==> config.mk <==
export PLATFORM = sky130hd
export DESIGN_NAME = ysyx_ifu_axi_fetch_flat
export DESIGN_NICKNAME = d
export VERILOG_FILES = /design/src/rtl/ysyx_ifu_axi_fetch_if.sv /design/src/rtl/ysyx_ifu_axi_fetch.sv /design/src/flat_wrapper.sv
export SDC_FILE = /design/constraint.sdc
export NUM_CORES = 1
export LEC_CHECK = 0
export CORE_MARGIN = 8
export CORE_UTILIZATION = 39
export CTS_CLUSTER_SIZE = 12
export DETAILED_ROUTE_END_ITERATION = 6
export PLACE_DENSITY = 0.88
export SYNTH_ARGS = -nofsm -noshare
export SYNTH_HDL_FRONTEND = slang
export SYNTH_SLANG_ARGS = --single-unit
export TNS_END_PERCENT = 100
==> constraint.sdc <==
create_clock -name clock -period 2.3 [get_ports clock]
set_clock_uncertainty 0.15 [all_clocks]
set_input_delay 0.46 -clock clock [delete_from_list [all_inputs] [get_ports clock]]
set_output_delay 0.46 -clock clock [all_outputs]
set_load 0.01 [all_outputs]
==> src/rtl/ysyx_ifu_axi_fetch_if.sv <==
// ysyx_ifu_axi_fetch_if: IFU request/response and AXI4 read-channel bundle.
// master = fetch unit side, slave = IFU core + AXI slave environment side.
`ifndef YSYX_XLEN
`define YSYX_XLEN 32
`endif

interface ysyx_ifu_axi_fetch_if #(
  parameter int XLEN = `YSYX_XLEN
);
  // IFU request
  logic            req_valid;
  logic            req_ready;
  logic [XLEN-1:0] req_addr;
  logic            flush;
  // IFU response
  logic            rsp_valid;
  logic            rsp_ready;
  logic [31:0]     rsp_inst;
  logic            rsp_err;
  // AXI AR
  logic            arvalid;
  logic            arready;
  logic [3:0]      arid;
  logic [XLEN-1:0] araddr;
  logic [7:0]      arlen;
  logic [2:0]      arsize;
  logic [1:0]      arburst;
  // AXI R
  logic            rvalid;
  logic            rready;
  logic [3:0]      rid;
  logic [XLEN-1:0] rdata;
  logic [1:0]      rresp;
  logic            rlast;

  modport master (
    input  req_valid, req_addr, flush,
    input  rsp_ready,
    input  arready,
    input  rvalid, rid, rdata, rresp, rlast,
    output req_ready,
    output rsp_valid, rsp_inst, rsp_err,
    output arvalid, arid, araddr,
    output arlen, arsize, arburst,
    output rready
  );

  modport slave (
    output req_valid, req_addr, flush,
    output rsp_ready,
    output arready,
    output rvalid, rid, rdata, rresp, rlast,
    input  req_ready,
    input  rsp_valid, rsp_inst, rsp_err,
    input  arvalid, arid, araddr,
    input  arlen, arsize, arburst,
    input  rready
  );
endinterface

==> src/rtl/ysyx_ifu_axi_fetch.sv <==
// ysyx_ifu_axi_fetch: single-word IFU fetch over single-beat AXI4 reads.
// Ports: clock, reset (async, active-low), bus (master modport).
`ifndef YSYX_XLEN
`define YSYX_XLEN 32
`endif

module ysyx_ifu_axi_fetch #(
  parameter int         XLEN   = `YSYX_XLEN,
  parameter logic [3:0] AXI_ID = 4'h0
) (
  input  logic                  clock,
  input  logic                  reset,
  ysyx_ifu_axi_fetch_if.master  bus
);

  typedef enum logic [1:0] {
    S_IDLE,
    S_ADDR,
    S_DATA,
    S_RESP
  } state_t;

  state_t          r_state;
  state_t          w_state_nxt;
  logic            r_kill;
  logic            w_kill_nxt;
  logic [XLEN-1:0] r_araddr;
  logic [XLEN-1:0] w_araddr_nxt;
  logic [31:0]     r_inst;
  logic [31:0]     w_inst_nxt;
  logic            r_err;
  logic            w_err_nxt;

  logic w_acc;
  logic w_mis;
  logic w_rerr;
  logic w_unused;

  assign w_acc  = bus.req_valid && bus.req_ready;
  assign w_mis  = bus.req_addr[1:0] != 2'b00;
  assign w_rerr = (bus.rresp != 2'b00)
               || (bus.rid != AXI_ID);

  // Single beat: rlast carries no information.
  assign w_unused = bus.rlast ^ (^bus.rdata);

  always_ff @(posedge clock or negedge reset) begin
    if (!reset) begin
      r_state  <= S_IDLE;
      r_kill   <= 1'b0;
      r_araddr <= '0;
      r_inst   <= '0;
      r_err    <= 1'b0;
    end else begin
      r_state  <= w_state_nxt;
      r_kill   <= w_kill_nxt;
      r_araddr <= w_araddr_nxt;
      r_inst   <= w_inst_nxt;
      r_err    <= w_err_nxt;
    end
  end

  always_comb begin
    w_state_nxt  = r_state;
    w_kill_nxt   = r_kill;
    w_araddr_nxt = r_araddr;
    w_inst_nxt   = r_inst;
    w_err_nxt    = r_err;
    unique case (r_state)
      S_IDLE: begin
        if (w_acc) begin
          if (w_mis) begin
            w_inst_nxt  = '0;
            w_err_nxt   = 1'b1;
            w_state_nxt = S_RESP;
          end else begin
            w_araddr_nxt = {bus.req_addr[XLEN-1:2], 2'b00};
            w_state_nxt  = S_ADDR;
          end
        end
      end
      S_ADDR: begin
        // AR is never retracted; a flush only
        // marks the beat to be thrown away.
        if (bus.flush) w_kill_nxt = 1'b1;
        if (bus.arready) w_state_nxt = S_DATA;
      end
      S_DATA: begin
        if (bus.rvalid) begin
          if (r_kill || bus.flush) begin
            w_kill_nxt  = 1'b0;
            w_state_nxt = S_IDLE;
          end else begin
            w_inst_nxt  = bus.rdata[31:0];
            w_err_nxt   = w_rerr;
            w_state_nxt = S_RESP;
          end
        end else if (bus.flush) begin
          w_kill_nxt = 1'b1;
        end
      end
      S_RESP: begin
        if (bus.rsp_ready || bus.flush) begin
          w_state_nxt = S_IDLE;
        end
      end
      default: w_state_nxt = S_IDLE;
    endcase
  end

  // req_ready is held low while reset is asserted.
  assign bus.req_ready = (r_state == S_IDLE)
                      && !bus.flush && reset;
  assign bus.arvalid   = (r_state == S_ADDR);
  assign bus.rready    = (r_state == S_DATA);
  assign bus.rsp_valid = (r_state == S_RESP);
  assign bus.rsp_inst  = r_inst;
  assign bus.rsp_err   = r_err;
  assign bus.araddr    = r_araddr;
  assign bus.arid      = AXI_ID;
  assign bus.arlen     = 8'h00;
  assign bus.arsize    = 3'b010;
  assign bus.arburst   = 2'b01;

endmodule
==> src/flat_wrapper.sv <==
// flat-port wrapper written by rule: the top's interface ports become plain ports
module ysyx_ifu_axi_fetch_flat 
#(
  parameter int         XLEN   = `YSYX_XLEN,
  parameter logic [3:0] AXI_ID = 4'h0
)
  (clock, reset, bus_req_valid, bus_req_addr, bus_flush, bus_rsp_ready, bus_arready, bus_rvalid, bus_rid, bus_rdata, bus_rresp, bus_rlast, bus_req_ready, bus_rsp_valid, bus_rsp_inst, bus_rsp_err, bus_arvalid, bus_arid, bus_araddr, bus_arlen, bus_arsize, bus_arburst, bus_rready);
  ysyx_ifu_axi_fetch_if #(.XLEN(XLEN)) bus_i ();
  input  logic clock;
  input  logic reset;
  input wire logic [$bits(bus_i.req_valid)-1:0] bus_req_valid;
  input wire logic [$bits(bus_i.req_addr)-1:0] bus_req_addr;
  input wire logic [$bits(bus_i.flush)-1:0] bus_flush;
  input wire logic [$bits(bus_i.rsp_ready)-1:0] bus_rsp_ready;
  input wire logic [$bits(bus_i.arready)-1:0] bus_arready;
  input wire logic [$bits(bus_i.rvalid)-1:0] bus_rvalid;
  input wire logic [$bits(bus_i.rid)-1:0] bus_rid;
  input wire logic [$bits(bus_i.rdata)-1:0] bus_rdata;
  input wire logic [$bits(bus_i.rresp)-1:0] bus_rresp;
  input wire logic [$bits(bus_i.rlast)-1:0] bus_rlast;
  output wire logic [$bits(bus_i.req_ready)-1:0] bus_req_ready;
  output wire logic [$bits(bus_i.rsp_valid)-1:0] bus_rsp_valid;
  output wire logic [$bits(bus_i.rsp_inst)-1:0] bus_rsp_inst;
  output wire logic [$bits(bus_i.rsp_err)-1:0] bus_rsp_err;
  output wire logic [$bits(bus_i.arvalid)-1:0] bus_arvalid;
  output wire logic [$bits(bus_i.arid)-1:0] bus_arid;
  output wire logic [$bits(bus_i.araddr)-1:0] bus_araddr;
  output wire logic [$bits(bus_i.arlen)-1:0] bus_arlen;
  output wire logic [$bits(bus_i.arsize)-1:0] bus_arsize;
  output wire logic [$bits(bus_i.arburst)-1:0] bus_arburst;
  output wire logic [$bits(bus_i.rready)-1:0] bus_rready;
  assign bus_i.req_valid = bus_req_valid;
  assign bus_i.req_addr = bus_req_addr;
  assign bus_i.flush = bus_flush;
  assign bus_i.rsp_ready = bus_rsp_ready;
  assign bus_i.arready = bus_arready;
  assign bus_i.rvalid = bus_rvalid;
  assign bus_i.rid = bus_rid;
  assign bus_i.rdata = bus_rdata;
  assign bus_i.rresp = bus_rresp;
  assign bus_i.rlast = bus_rlast;
  assign bus_req_ready = bus_i.req_ready;
  assign bus_rsp_valid = bus_i.rsp_valid;
  assign bus_rsp_inst = bus_i.rsp_inst;
  assign bus_rsp_err = bus_i.rsp_err;
  assign bus_arvalid = bus_i.arvalid;
  assign bus_arid = bus_i.arid;
  assign bus_araddr = bus_i.araddr;
  assign bus_arlen = bus_i.arlen;
  assign bus_arsize = bus_i.arsize;
  assign bus_arburst = bus_i.arburst;
  assign bus_rready = bus_i.rready;
  ysyx_ifu_axi_fetch #(.XLEN(XLEN), .AXI_ID(AXI_ID)) u_core (.clock(clock), .reset(reset), .bus(bus_i));
endmodule
### Word-level counts from Yosys, hierarchy flattened

Cells that the tools add are included.

* output and inout port bits: 86
* register bits: 66
* word-level logic and storage cells: 54

* equality and inequality tests: 10
* bitwise logic cells: 1
* reductions and logical operators: 17
* mux-type cells: 21

Operators with widths (number)
* 2-to-1 mux 32 bit: 4
* case mux 32 bit (2 select lines): 1
* 2-to-1 mux 2 bit: 6
* case mux 2 bit (4 select lines): 1
* nonzero test 2 bit: 4
* 2-to-1 mux 1 bit: 7
* != test 2 x 1 -> 1 bit, second input constant: 3
* != test 2 bit, second input constant: 3
* AND reduction 5 bit: 1
* == test 2 bit, second input constant: 2
* case mux 1 bit (2 select lines): 2
* AND reduction 4 bit: 1
* nonzero test 4 bit: 1
* logical AND 1 bit: 3
* logical OR 1 bit: 3
* != test 3 x 2 -> 1 bit, second input constant: 1
* AND reduction 3 bit: 1
* == test 2 x 1 -> 1 bit, second input constant: 1
* zero test 2 bit: 1
* AND reduction 2 bit: 1
* zero test 1 bit: 1
* NOT 1 bit: 1

### Logic depth before layout (Yosys ltp)

Gate-level depths: netlist (run 1).

* depth after elaboration: 6
* mapped depth: 9

### Least setup slack after synthesis (run 1)

Ideal clock, no wire load.

* kind: reg-to-reg
* start: reg u_core.r_state[0]
* end: reg u_core.r_err (netlist: u_core.bus.rsp_err)
* path buffers: 2
* period minus slack after synthesis: 2070 ps
* arrival time: 1794 ps
* stages on the path, launching flop included: 9
* path slack: 230 ps
* required time: 2025 ps
* cells stage by stage: dfrtp_1 > inv_1 > ha_1 > buf_4 > nor3b_2 > o2bb2ai_2 > or2_1 > buf_6 > mux2_4

RTL lines
* start: declaration: line ysyx_ifu_axi_fetch.sv:23 `state_t r_state;`
* start signal: assignment: line ysyx_ifu_axi_fetch.sv:55 `r_state <= w_state_nxt;`
* == test 2 bit (*)
* net bus_rready: line flat_wrapper.sv:31 `output wire logic [$bits(bus_i.rready)-1:0] bus_rready;`
* != test 2 bit (no line) or nonzero test 2 bit (tied branches)
* AND reduction 5 bit (no line)
* end signal: assignment: line ysyx_ifu_axi_fetch.sv:59 `r_err <= w_err_nxt;`
* end: declaration: line ysyx_ifu_axi_fetch.sv:31 `logic r_err;`

The timed path passes the listed nets; every way through them passes the cells marked *.
A chain may end at the register's enable or synchronous reset.

### Worst setup path in the final report (run 1)

* start: in reset
* end: out bus_req_ready

* cells in the longest elaborated chain, start to end: 1

Ends and longest elaborated chain
* start: declaration: line flat_wrapper.sv:10 `input logic reset;`
* logical AND 1 bit: line ysyx_ifu_axi_fetch.sv:113 `&& !bus.flush && reset;`
* end: declaration: line flat_wrapper.sv:21 `output wire logic [$bits(bus_i.req_ready)-1:0] bus_req_ready;`

No other way between the ends.

==> run_results.csv, run 1 <==
group,metric,value,unit
global_routing,grt_use_met1,18.4,%
power,intPower,3.55,mW
run,drv_cap,0,
timing,max_slew.worst_pin.slew,716,ps
cts,ctsLongestPathBuffers,2,
floorplanning,start_util,39.8,%
timing,hold_viol_final,0,
timing,setup_violations,0,
placement,portBuffers,143,
floorplanning,die_h,104,um
global_routing,met2_usage,26.2,%
placement,gp_congestion,0.745,
critical_path,critPathSlowestCell,"dlygate4sd3_1",
global_routing,grt_antenna_before_repair,0,
cells_and_area,instances_no_fill,515,
critical_path,cp.required,1690,ps
placement,dp_hpwl,6680,um
cells_and_area,final_common_cell,"clkdlybuf4s50_1",
cells_and_area,fillers,650,
cells_and_area,fin_util,61.5,%
global_routing,track_usage,15.8,%
power,pwr-share-comb,51.6,%
cells_and_area,syn_to_final_growth,54.8,%
critical_path,path_cells,"dlygate4sd3_1 -> buf_2 -> and3b_1 -> clkbuf_2",
critical_path,slowest_delay,550,ps
timing,slew_violations,0,
drt,drc,0,
synth,synth_area,3020,um2
critical_path,critPathTopFamily,"buffers and inverters",
timing,relSlewSlack,52.3,%
cts,cts-buffers-inserted,9,
hold_path,hold_class,"flip-flop to flip-flop",
drt,wl_per_cell,16.5,um
critical_path,cp_max_fo,4,
critical_path,crit_path_start_kind,"primary input",
cells_and_area,seq_area,1650,um2
power,seq_power_share,34.0,%
floorplanning,row_count,32,
global_routing,grt-ovfl-total,0,
cts,h-tree-depth,3,
placement,placed_cell_area,4520,um2
critical_path,cp.buffers_inverters,3,
cts,cts_tree,"done",
floorplanning,ios,164,
timing,rsz0062_at_grt,"false",
critical_path,critical_path_class,"primary input to output pin",
power,irDropWorstVdd,0.649,mV
drt,drt-total-wl,8510,um
floorplanning,coreArea,7610,um2
cells_and_area,final_cell_mix,"139 x clkdlybuf4s50_1, 66 x dfrtp_1, 34 x o21ai_0",
synth,ys_ff_latch,66,
synth,syn_inst,260,
cts,clk_latency,320,ps
global_routing,busiest_layer,"met2",
global_routing,grt_pass1_vias,2787,
timing,fin_crit_sh,92.5,%
synth,avgSynthCellArea,11.6,um2
global_routing,grt_max_degree,58,
placement,placed_cells,500,
synth,yosysUniqueCellTypes,31,
critical_path,r2r_slack,240,ps
cts,clock-sinks,66,
drt,firstDrtPassIters,4,
cells_and_area,n_antenna_cell,0,
critical_path,cp.arrival,1520,ps
timing,setup_tns,0,ps
cts,cts_root_buf,"clkbuf_8",
drt,vias,2437,
cells_and_area,fin_area,4680,um2
critical_path,cp-end-kind,"output pin",
floorplanning,fp.dieW,104,um
drt,drt_iter0_markers,47,
floorplanning,die_area,10800,um2
power,p_leak,2.09,nW
timing,max_freq,470,MHz
timing,min_period,2130,ps
power,power.density,1190,nW/um2
global_routing,use_met3,6.44,%
cells_and_area,drive_above_1_share,21.1,%
power,clkPwrFrac,14.4,%
power,p_sw,2.00,mW
drt,vias_per_cell,4.73,
cts,cts.reportedPaths.clkPinSlew,60,ps
synth,yosysWarnings,0,
drt,antenna_left,0,
power,switching_share,36.1,%
cells_and_area,multi_input_area,1180,um2
synth,ys_seq_area_share,54.6,%
cells_and_area,final_nets,493,
global_routing,grt_pass1_wl,14000,um
outcome,status,"complete, no violations",
worst register-to-register path, stage by stage (launching register included):
cell       delay (ps)
dfrtp_1           410
inv_1             120
ha_2              260
nor3b_2           250
o2bb2ai_2         100
or2_1             300
buf_4             190
o21ai_0           180
through the flow:
step	worst slack [ps]	hold slack, ps	power, mW
after global routing	93.0	374	5.94
after global placement	-10.6	332	4.70
after floorplan	230	14.4	3.34
after CTS	21.4	357	5.64
after detailed placement	-31.2	333	4.82
final	173	354	5.55
kinds of logic (layout without fill, tap and decap cells):
| logic type | after synthesis | count (layout) | share of synthesized area, % |
|---|---|---|---|
| AO/OA/AOI/OAI | 70 | 70 | 15.1 |
| adder cells (fa/ha/maj) | 5 | 5 | 2.07 |
| multiplexers | 33 | 33 | 12.4 |
| AND/OR/NAND/NOR | 44 | 44 | 6.99 |
| buffers and inverters | 40 | 176 | 8.56 |
| flip-flops | 66 | 66 | 54.6 |
| other | 2 | 19 | 0.248 |
layout make-up:
type	count	area share, %
timing repair buffer	158	33.1
tap	102	2.73
clock buffer	10	2.94
sequential	66	35.3
clock inverter	4	0.428
multi-input combinational	171	25.2
inverter	4	0.321
power groups by stage:
stage                     sequential, mW  combinational (mW)  clock [mW]
final                               1.89                2.86       0.798
after global routing                1.96                3.10       0.879
after CTS                           1.89                2.91       0.835
after detailed placement            1.91                2.91           0
after global placement              1.88                2.82           0
after floorplan                     2.10                1.24           0
Yosys cell counts (all sizes together):
cell / instances / area share (%)
nor2b: 1 / 0.21
o21ai: 64 / 13
dfrtp: 66 / 55
o2bb2ai: 1 / 0.50
conb: 2 / 0.25
nand3: 2 / 0.33
a22o: 1 / 0.58
clkbuf: 9 / 1.1
a31oi: 1 / 0.21
inv: 4 / 0.50
nor3b: 2 / 0.66
a211o: 1 / 0.29
nand3b: 1 / 0.66
or2: 2 / 0.41
nor4: 1 / 0.21
a2bb2oi: 1 / 0.29
nand2: 32 / 4.0
and3b: 1 / 0.29
mux2: 33 / 12
ha: 5 / 2.1
buf: 27 / 7.0
a21oi: 1 / 0.17
nor2: 2 / 0.25
registers in the layout, indices dropped and copies added (netlist names):
name,flops
u_core.bus.rsp_inst,32
u_core.r_state,2
u_core.bus.rsp_err,1
u_core.r_kill,1
u_core.bus.araddr,30
path summary, 6_finish.rpt:
kind                            cells after the start                 endpoint             startpoint
worst min register to register                      1    u_core.bus.araddr[20]  u_core.bus.araddr[20]
worst max register to register                      7  u_core.bus.rsp_inst[10]      u_core.r_state[0]
worst min-delay path                                1    u_core.bus.araddr[20]  u_core.bus.araddr[20]
worst max-delay path                                4            bus_req_ready                  reset
max in group asynchronous                           3    u_core.bus.araddr[29]                  reset
min in group asynchronous                           3  u_core.bus.rsp_inst[16]                  reset
metal layers:
metal	vias to the layer above	share of wire, %
met5	-	0
li1	1152	-
met4	0	1.0
met1	1158	43
met2	118	48
met3	9	8.8
repair_timing:
| item | in CTS | in global routing |
|---|---|---|
| setup endpoints to repair | 2 | 2 |
| setup buffers | 0 | 0 |
| hold buffers | 1 | 0 |
| hold endpoints to repair | 9 | 0 |
| gates resized for setup | 3 | 3 |
Note: power is estimated with default switching activity, not from simulation.
==> inputs of run 2 (changes only) <==
HOLD_SLACK_MARGIN = 0.08   (was not set)
SKIP_CTS_REPAIR_TIMING = 1   (was not set)
==> run_results.csv, run 2 (synthesis results as in run 1) <==
group,metric,value,unit
floorplanning,ios,164,
timing,max_slew.worst_pin.slew,716,ps
global_routing,grt_antenna_before_repair,0,
critical_path,critical_path_class,"primary input to output pin",
cells_and_area,final_cell_mix,"139 x clkdlybuf4s50_1, 66 x dfrtp_1, 34 x o21ai_0",
drt,drt-total-wl,8510,um
timing,min_period,2150,ps
cts,cts.reportedPaths.clkPinSlew,60,ps
timing,relSlewSlack,52.3,%
critical_path,cp.required,1690,ps
cells_and_area,multi_input_area,1180,um2
floorplanning,die_h,104,um
timing,rsz0062_at_grt,"false",
drt,vias_per_cell,4.73,
floorplanning,start_util,39.8,%
cts,ctsLongestPathBuffers,2,
global_routing,track_usage,15.7,%
global_routing,grt_pass1_wl,14000,um
timing,fin_crit_sh,93.7,%
timing,setup_tns,0,ps
critical_path,cp_max_fo,4,
cells_and_area,final_common_cell,"clkdlybuf4s50_1",
floorplanning,fp.dieW,104,um
cells_and_area,n_antenna_cell,0,
cells_and_area,fillers,646,
cells_and_area,drive_above_1_share,20.8,%
cells_and_area,syn_to_final_growth,55.2,%
timing,hold_slack,354,ps
cells_and_area,final_nets,493,
power,p_leak,2.11,nW
global_routing,grt_max_degree,58,
global_routing,grt_pass1_vias,2779,
cts,cts-buffers-inserted,9,
cells_and_area,fin_util,61.7,%
cells_and_area,largest_reg_flops,32,
cts,clock-sinks,66,
outcome,status,"complete, no violations",
run,drv_cap,0,
hold_path,hold_class,"flip-flop to flip-flop",
drt,vias,2437,
floorplanning,die_area,10800,um2
timing,slew_violations,0,
cts,cts_tree,"done",
cells_and_area,seq_area,1650,um2
placement,portBuffers,143,
critical_path,cp.arrival,1540,ps
cts,clk_latency,320,ps
drt,wl_per_cell,16.5,um
power,power.density,1180,nW/um2
floorplanning,coreArea,7610,um2
floorplanning,row_count,32,
global_routing,grt-ovfl-total,0,
timing,setup_violations,0,
cts,h-tree-depth,3,
critical_path,crit_path_start_kind,"primary input",
cts,cts_root_buf,"clkbuf_8",
cells_and_area,instances_no_fill,515,
drt,antenna_left,0,
timing,hold_viol_final,0,
timing,max_freq,464,MHz
critical_path,cp-end-kind,"output pin",
drt,firstDrtPassIters,4,
placement,gp_congestion,0.745,
drt,drt_iter0_markers,46,
placement,dp_hpwl,6680,um
power,power,5.56,mW
drt,drc,0,
placement,placed_cells,500,
power,irDropWorstVdd,0.649,mV
run 2: metal layers:
metal	GRT usage [%]	wire (um)	share of wire [%]
met1	18.4	3640	43
met2	26.1	4050	48
met3	6.38	737	8.7
met4	4.34	85	1.0
met5	0	0	0
run 2: path summary, 6_finish.rpt:
path,startpoint,end,slack (ps),cells past startpoint
worst max register to register,u_core.r_state[0],u_core.bus.rsp_inst[10],240,7
min in group asynchronous,reset,u_core.bus.rsp_inst[16],570,3
worst min-delay path,u_core.bus.araddr[20],u_core.bus.araddr[20],350,1
worst max-delay path,reset,bus_req_ready,150,4
worst min register to register,u_core.bus.araddr[20],u_core.bus.araddr[20],350,1
max in group asynchronous,reset,u_core.bus.araddr[29],730,3
run 2: power breakdown:
part           switching [mW]  internal [mW]  total, mW
combinational            1.36           1.51       2.87
sequential              0.247           1.64       1.89
clock                   0.397          0.401      0.798
run 2: through the flow:
| stage | instance area (um2) | setup WS, ps |
|---|---|---|
| CTS | 4670 | -120 |
| finish | 4690 | 145 |
| global route | 4690 | 75.0 |
| global placement | 4520 | -10.6 |
| floorplan | 3090 | 230 |
| detailed placement | 4520 | -31.2 |
run 2: final cells by class:
cell class	count	area share, %
clock buffers	10	2.93
clock inverters	4	0.427
inverters	4	0.320
multi-input cells	171	25.1
flip-flops and latches	66	35.2
well taps	102	2.72
repair buffers	158	33.3
run 2: critical path, stage by stage:
cell	delay [ps]
dlygate4sd3_1	550
buf_2	170
and3b_1	180
dlymetal6s2s_1	180
